===== src/rtl/perf_cnt_pkg.sv =====
// Shared types and helpers for the perf_counter_bank slice.
// The channel FSM state type and a width-agnostic saturating increment live here.
package perf_cnt_pkg;

    typedef enum logic {
        CH_IDLE = 1'b0,
        CH_RUN  = 1'b1
    } ch_state_t;

    localparam int MAX_CH    = 16;
    localparam int SAT_MAX_W = 128;

    // Callers zero-extend into SAT_MAX_W bits and truncate the result back to w bits.
    function automatic logic [SAT_MAX_W-1:0] sat_inc(input logic [SAT_MAX_W-1:0] v,
                                                     input int unsigned          w);
        logic [SAT_MAX_W-1:0] top;
        top = (w >= SAT_MAX_W) ? '1 : ((SAT_MAX_W'(1) << w) - SAT_MAX_W'(1));
        return (v >= top) ? v : v + SAT_MAX_W'(1);
    endfunction

endpackage


===== src/rtl/perf_cnt_channel.sv =====
// One go/done interval channel: IDLE/RUN FSM, live counter, last/runs/ovf results.
// Min/max interval tracking is built only when PERF_CNT_MINMAX_EN is defined.
//
//   state   | meaning
//   CH_IDLE | waiting for go; results held
//   CH_RUN  | interval in progress; live counts each non-done cycle
module perf_cnt_channel
    import perf_cnt_pkg::*;
#(
    parameter int CNT_W  = 64,
    parameter int RUNS_W = 16
) (
    input  logic              clk,
    input  logic              reset,
    input  logic              go,
    input  logic              done,
    input  logic              clear,
    output logic              counting,
    output logic [CNT_W-1:0]  last,
    output logic [RUNS_W-1:0] runs,
    output logic              ovf
`ifdef PERF_CNT_MINMAX_EN
    ,
    output logic [CNT_W-1:0]  min_val,
    output logic [CNT_W-1:0]  max_val
`endif
);

    localparam logic [CNT_W-1:0] LIVE_MAX = '1;

    ch_state_t          state_q, state_d;
    logic [CNT_W-1:0]   live_q, live_d;
    logic [CNT_W-1:0]   last_d;
    logic [RUNS_W-1:0]  runs_d;
    logic               ovf_d;
`ifdef PERF_CNT_MINMAX_EN
    logic [CNT_W-1:0]   min_d, max_d;
`endif

    always_ff @(posedge clk or posedge reset) begin
        if (reset) begin
            state_q <= CH_IDLE;
            live_q  <= '0;
            last    <= '0;
            runs    <= '0;
            ovf     <= 1'b0;
`ifdef PERF_CNT_MINMAX_EN
            min_val <= '1;
            max_val <= '0;
`endif
        end else begin
            state_q <= state_d;
            live_q  <= live_d;
            last    <= last_d;
            runs    <= runs_d;
            ovf     <= ovf_d;
`ifdef PERF_CNT_MINMAX_EN
            min_val <= min_d;
            max_val <= max_d;
`endif
        end
    end

    always_comb begin
        state_d = state_q;
        live_d  = live_q;
        last_d  = last;
        runs_d  = runs;
        ovf_d   = ovf;
`ifdef PERF_CNT_MINMAX_EN
        min_d   = min_val;
        max_d   = max_val;
`endif
        if (clear) begin
            state_d = CH_IDLE;
            live_d  = '0;
            last_d  = '0;
            runs_d  = '0;
            ovf_d   = 1'b0;
`ifdef PERF_CNT_MINMAX_EN
            min_d   = '1;
            max_d   = '0;
`endif
        end else begin
            case (state_q)
                CH_IDLE: begin
                    if (go) begin
                        state_d = CH_RUN;
                        live_d  = '0;
                    end
                end
                CH_RUN: begin
                    // The done cycle itself is not counted; go while running is ignored.
                    if (done) begin
                        state_d = CH_IDLE;
                        last_d  = live_q;
                        runs_d  = RUNS_W'(sat_inc(SAT_MAX_W'(runs), RUNS_W));
`ifdef PERF_CNT_MINMAX_EN
                        if (live_q < min_val) min_d = live_q;
                        if (live_q > max_val) max_d = live_q;
`endif
                    end else begin
                        live_d = CNT_W'(sat_inc(SAT_MAX_W'(live_q), CNT_W));
                        if (live_q == LIVE_MAX) ovf_d = 1'b1;
                    end
                end
            endcase
        end
    end

    assign counting = (state_q == CH_RUN);

endmodule


===== src/rtl/perf_counter_bank.sv =====
// Multi-channel go/done interval counter bank with a 1-cycle registered read port.
// Define PERF_CNT_MINMAX_EN to build per-channel min/max tracking; otherwise rd_min_o/rd_max_o are 0.
module perf_counter_bank
    import perf_cnt_pkg::*;
#(
    parameter int NUM_CH = 4,
    parameter int CNT_W  = 64,
    parameter int RUNS_W = 16,
    parameter int SEL_W  = (NUM_CH > 1) ? $clog2(NUM_CH) : 1
) (
    input  logic              clk,
    input  logic              reset,
    input  logic [NUM_CH-1:0] go_i,
    input  logic [NUM_CH-1:0] done_i,
    input  logic              clear_i,
    input  logic              rd_req_i,
    input  logic [SEL_W-1:0]  rd_sel_i,
    output logic              rd_valid_o,
    output logic [CNT_W-1:0]  rd_count_o,
    output logic [RUNS_W-1:0] rd_runs_o,
    output logic              rd_ovf_o,
    output logic [CNT_W-1:0]  rd_min_o,
    output logic [CNT_W-1:0]  rd_max_o,
    output logic [NUM_CH-1:0] counting_o
);

    if (NUM_CH < 1 || NUM_CH > MAX_CH) begin : g_bad_num_ch
        $error("perf_counter_bank: NUM_CH out of range");
    end
    if (CNT_W > SAT_MAX_W || RUNS_W > SAT_MAX_W) begin : g_bad_width
        $error("perf_counter_bank: counter width exceeds sat_inc range");
    end

    logic [CNT_W-1:0]  ch_last [NUM_CH];
    logic [RUNS_W-1:0] ch_runs [NUM_CH];
    logic              ch_ovf  [NUM_CH];
`ifdef PERF_CNT_MINMAX_EN
    logic [CNT_W-1:0]  ch_min  [NUM_CH];
    logic [CNT_W-1:0]  ch_max  [NUM_CH];
`endif

    for (genvar c = 0; c < NUM_CH; c++) begin : g_ch
        perf_cnt_channel #(
            .CNT_W  (CNT_W),
            .RUNS_W (RUNS_W)
        ) u_ch (
            .clk      (clk),
            .reset    (reset),
            .go       (go_i[c]),
            .done     (done_i[c]),
            .clear    (clear_i),
            .counting (counting_o[c]),
            .last     (ch_last[c]),
            .runs     (ch_runs[c]),
            .ovf      (ch_ovf[c])
`ifdef PERF_CNT_MINMAX_EN
            ,
            .min_val  (ch_min[c]),
            .max_val  (ch_max[c])
`endif
        );
    end

    logic [CNT_W-1:0]  sel_count;
    logic [RUNS_W-1:0] sel_runs;
    logic              sel_ovf;
`ifdef PERF_CNT_MINMAX_EN
    logic [CNT_W-1:0]  sel_min, sel_max;
`endif

    // Out-of-range selects fall through to all-zero data.
    always_comb begin
        sel_count = '0;
        sel_runs  = '0;
        sel_ovf   = 1'b0;
`ifdef PERF_CNT_MINMAX_EN
        sel_min   = '0;
        sel_max   = '0;
`endif
        for (int c = 0; c < NUM_CH; c++) begin
            if (int'(rd_sel_i) == c) begin
                sel_count = ch_last[c];
                sel_runs  = ch_runs[c];
                sel_ovf   = ch_ovf[c];
`ifdef PERF_CNT_MINMAX_EN
                sel_min   = ch_min[c];
                sel_max   = ch_max[c];
`endif
            end
        end
    end

    always_ff @(posedge clk or posedge reset) begin
        if (reset) begin
            rd_valid_o <= 1'b0;
            rd_count_o <= '0;
            rd_runs_o  <= '0;
            rd_ovf_o   <= 1'b0;
        end else begin
            rd_valid_o <= rd_req_i;
            if (rd_req_i) begin
                rd_count_o <= sel_count;
                rd_runs_o  <= sel_runs;
                rd_ovf_o   <= sel_ovf;
            end
        end
    end

`ifdef PERF_CNT_MINMAX_EN
    always_ff @(posedge clk or posedge reset) begin
        if (reset) begin
            rd_min_o <= '1;
            rd_max_o <= '0;
        end else if (rd_req_i) begin
            rd_min_o <= sel_min;
            rd_max_o <= sel_max;
        end
    end
`else
    assign rd_min_o = '0;
    assign rd_max_o = '0;
`endif

endmodule


===== config.mk =====
export PLATFORM = sky130hd
export DESIGN_NAME = perf_counter_bank
export DESIGN_NICKNAME = d
export VERILOG_FILES = /design/src/rtl/perf_cnt_pkg.sv /design/src/rtl/perf_cnt_channel.sv /design/src/rtl/perf_counter_bank.sv
export SDC_FILE = /design/constraint.sdc
export NUM_CORES = 2
export LEC_CHECK = 0
export CAP_MARGIN = 20
export CORE_AREA = 2 2 491 249
export CTS_BUF_LIST = sky130_fd_sc_hd__clkbuf_8
export CTS_CLUSTER_DIAMETER = 30
export DETAILED_ROUTE_END_ITERATION = 6
export DIE_AREA = 0 0 493 251
export SLEW_MARGIN = 25
export SYNTH_ARGS = -nofsm -noshare
export SYNTH_HDL_FRONTEND = slang
export SYNTH_HIERARCHICAL = 1
export SYNTH_SLANG_ARGS = --single-unit

===== constraint.sdc =====
create_clock -name clk -period 13 [get_ports clk]
set_clock_uncertainty 0.1 [all_clocks]
set_input_delay 2.6 -clock clk [delete_from_list [all_inputs] [get_ports clk]]
set_output_delay 2.6 -clock clk [all_outputs]
set_load 0.05 [all_outputs]

==> flow_metrics.tcl <==
set metrics [dict create \
    outcome "complete, but fails checks" \
    violations "design-rule violations" \
    num_vias 31382 \
    critPathLaunchType "input port" \
    clockRootBuffer "clkbuf_8" \
    tightest_slew_ns 1.084 \
    maxSlewViolCount 0 \
    setup_viol 0 \
    period_needed_ns 5.533 \
    final_util 0.3291 \
    rows 90 \
    pwr-share-comb 0.071 \
    grt_pass1_vias 27773 \
    coreArea_um2 119600 \
    die_height_um 251 \
    crit_path_max_fanout 109 \
    postSynthCellCount 3970 \
    grtUsageTotal 0.2026 \
    cpLargestDelayFamily "buffers and inverters" \
    ant_nets 0 \
    cts_max_level 3 \
    cpMostUsedCell "buf_4" \
    cts_hold_buf 0 \
    dr.pass1.iters 7 \
    p_leak_uw 0.01612 \
    r2r_start "g_ch[3].u_ch/live_q[10]" \
    cp_cell_sequence "buf_8, buf_4, nand2b_2, buf_4, nor4_1, nand4b_2, o21a_1, nand2_1, o31ai_1" \
    p_seq_frac 0.467 \
    fin_setup_tns_ns 0 \
    hpwl_mm 92.51 \
    path_class "in -> reg" \
    yosysSeqAreaShare 0.4675 \
    timing.max_cap.violations 0 \
    numCtsBuffers 101 \
    initial_core_util 0.2981 \
    viasPerCell 5.574 \
    grt_setup_unrepaired "false" \
    timing_hold_violations_final 0 \
    route.detailed.drc 10 \
    grt_max_degree 110 \
    totalPowerFinal_uw 4454 \
    worst_setup_path_end_kind "register" \
    drive_gt1_frac 0.07537 \
    drt-initial-drc-count 4371 \
    ys_top_cells_by_area "dfrtp_1 47%, nand2_1 7.7%, mux2i_1 5.1%" \
    io_pins 228 \
    portBuffers 99 \
    p_int_uw 3210 \
    timing.rr.end "g_ch[3].u_ch/live_q[45]" \
    async_reset_ff_frac 1.000 \
    synth_edf_count 0 \
    ctsResizeCount 0 \
    grt_antenna_before_repair 5 \
    antennaDiodeCount 0 \
    routedWlPerCell_um 22.98 \
    syn2layout_area_growth_pct 10.41 \
    fmax_ghz 0.1807 \
    ff2ff_setup_slack_ns 9.04 \
    r2r_cells 7 \
    worstHoldPathCells 2 \
    hold_path.startpoint "rd_runs_o[11]" \
    yosys.cell_types.count 56 \
    synth-main-ff-cell "dfrtp_1" \
    synth_top_area_share 0.4675 \
    grt_pass1_wl_mm 190.5 \
    slowest_stage "o21a_1" \
    yosys_register_bits 666 \
    slowest_delay_ns 0.85 \
    switching_share 0.2794 \
    critPathArrivalTime_ns 6.11 \
    powerDensity_nw_per_um2 113.2 \
    hold-path-endpoint "rd_runs_o[11]" \
    cts_tree "built" \
    nets 3959 \
    p_sw_uw 1245 \
    cts.reportedPaths.clkPinSlew_ns 0.07 \
    min_period_over_period 0.4257 \
    cts_sinks 666 \
    gp_congestion 0.9382 \
    hold_path.class "reg -> reg" \
    cts_max_path_buffers 3 \
    clk_latency_ns 0.80 \
    dieArea_um2 123700 \
    postRouteWirelength_mm 129.4 \
    die_w_um 493 \
    overflow 0 \
    post_cts_buffers 0 \
    max-vdd-ir-drop_mv 0.08582 \
    syn_area_um2 35650 \
    yosysWarnings 6 \
    worstPathRequired_ns 13.57 \
    avgSynthCellArea_um2 8.979 \
    path_buf_inv 3 \
    clockPowerShare 0.462 \
    slew-limit-headroom 0.2709 \
    synth_top_cell_by_area "dfrtp_1" \
]
-- registers in the layout (all words and copies together), names as in the netlist --
name,cells
rd_ovf_o,1
g_ch.u_ch/ovf,4
g_ch.u_ch/last,256
g_ch.u_ch/live_q,256
rd_count_o,64
rd_runs_o,16
rd_valid_o,1
g_ch.u_ch/runs,64
g_ch.u_ch/counting,4
-- worst register-to-register path, cell delays in order, from the launching register on --
cell and delay, ns:
dfrtp_1 0.65, and4_1 0.63, nand4_2 0.33, or3_1 0.65, o21ai_4 0.65, buf_4 0.52, or4_1 0.23, o21ai_0 0.08
-- cell type report --
class                      count  area, um2
clock buffer                 126       1734
fill                       12473      80230
clock inverter                60      593.1
tap                         1610       2014
multi-input combinational   2982      16780
timing repair buffer         153       1421
inverter                      33      146.4
sequential                   666      16670
-- cell families after synthesis --
kind of cell,Yosys count,synth area share
AND/OR/NAND/NOR,1603,0.2198
AO/OA/AOI/OAI,1005,0.1673
flip-flops,666,0.4675
buffers and inverters,449,0.07757
multiplexers,182,0.05111
XOR/XNOR,56,0.01376
adder cells (fa/ha/maj),8,0.002808
other,1,0.0001052
-- power by group through the flow --
stage	sequential [uW]	clock [uW]	combinational, uW
detailed placement	2120	0	313
floorplan	2120	0	277
finish	2080	2060	317
global placement	2120	0	311
global route	2080	2180	336
CTS	2080	2080	313
-- how the worst max path moves through the flow --
| stage | start | endpoint | slack, ns | cells past startpoint |
|---|---|---|---|---|
| 2_1_floorplan | reset | g_ch[0].u_ch/counting | 6.38 | 1 |
| 5_1_grt | clear_i | g_ch[2].u_ch/live_q[25] | 7.33 | 9 |
| 3_3_place_gp | clear_i | g_ch[2].u_ch/live_q[19] | 6.97 | 9 |
| 4_1_cts | clear_i | g_ch[2].u_ch/live_q[25] | 7.64 | 9 |
| 3_5_place_dp | clear_i | g_ch[2].u_ch/live_q[25] | 6.83 | 9 |
| 6_report | clear_i | g_ch[2].u_ch/live_q[25] | 7.47 | 9 |
-- routing by layer --
metal | GRT usage | wire length, um | share of wire
met2 | 0.2234 | 44780 | 0.35
met3 | 0.1004 | 20310 | 0.16
met5 | 0 | 39 | 0.00030
met4 | 0.03146 | 1513 | 0.012
met1 | 0.3316 | 62740 | 0.48
-- cell usage after synthesis, drive strengths merged (24+ instances only) --
library cell and number:
dfrtp 666, buf 257, nand3 140, a31oi 64
a21oi 364, mux2i 182, xor2 44, nand2 737
nor4 48, o21ai 320, and4 72, clkbuf 157
and2 24, nor2 208, inv 33, nand4 108
nor3 52, nand2b 98, o31ai 112, o221ai 81
and3 64
-- layout by cell type (no fill, tap or decap), drive strengths merged, types with 112 or more instances in the layout --
master,count
mux2i,182
o31ai,112
conb,128
nand3,140
o21ai,320
nor2,208
clkbuf,126
nand2,737
a21oi,364
dfrtp,666
-- metrics by stage --
step	std cells	cell area, um2	hold WS (ns)	setup slack [ns]
after global routing	5630	39360	0.4164	7.335
after floorplan	4097	36120	0.3582	6.377
after detailed placement	5443	36980	0.3821	6.827
after CTS	5629	39310	0.4042	7.640
after global placement	5443	36950	0.3789	6.973
final	5630	39360	0.4060	7.467
Power figures use the tool's default switching activity.
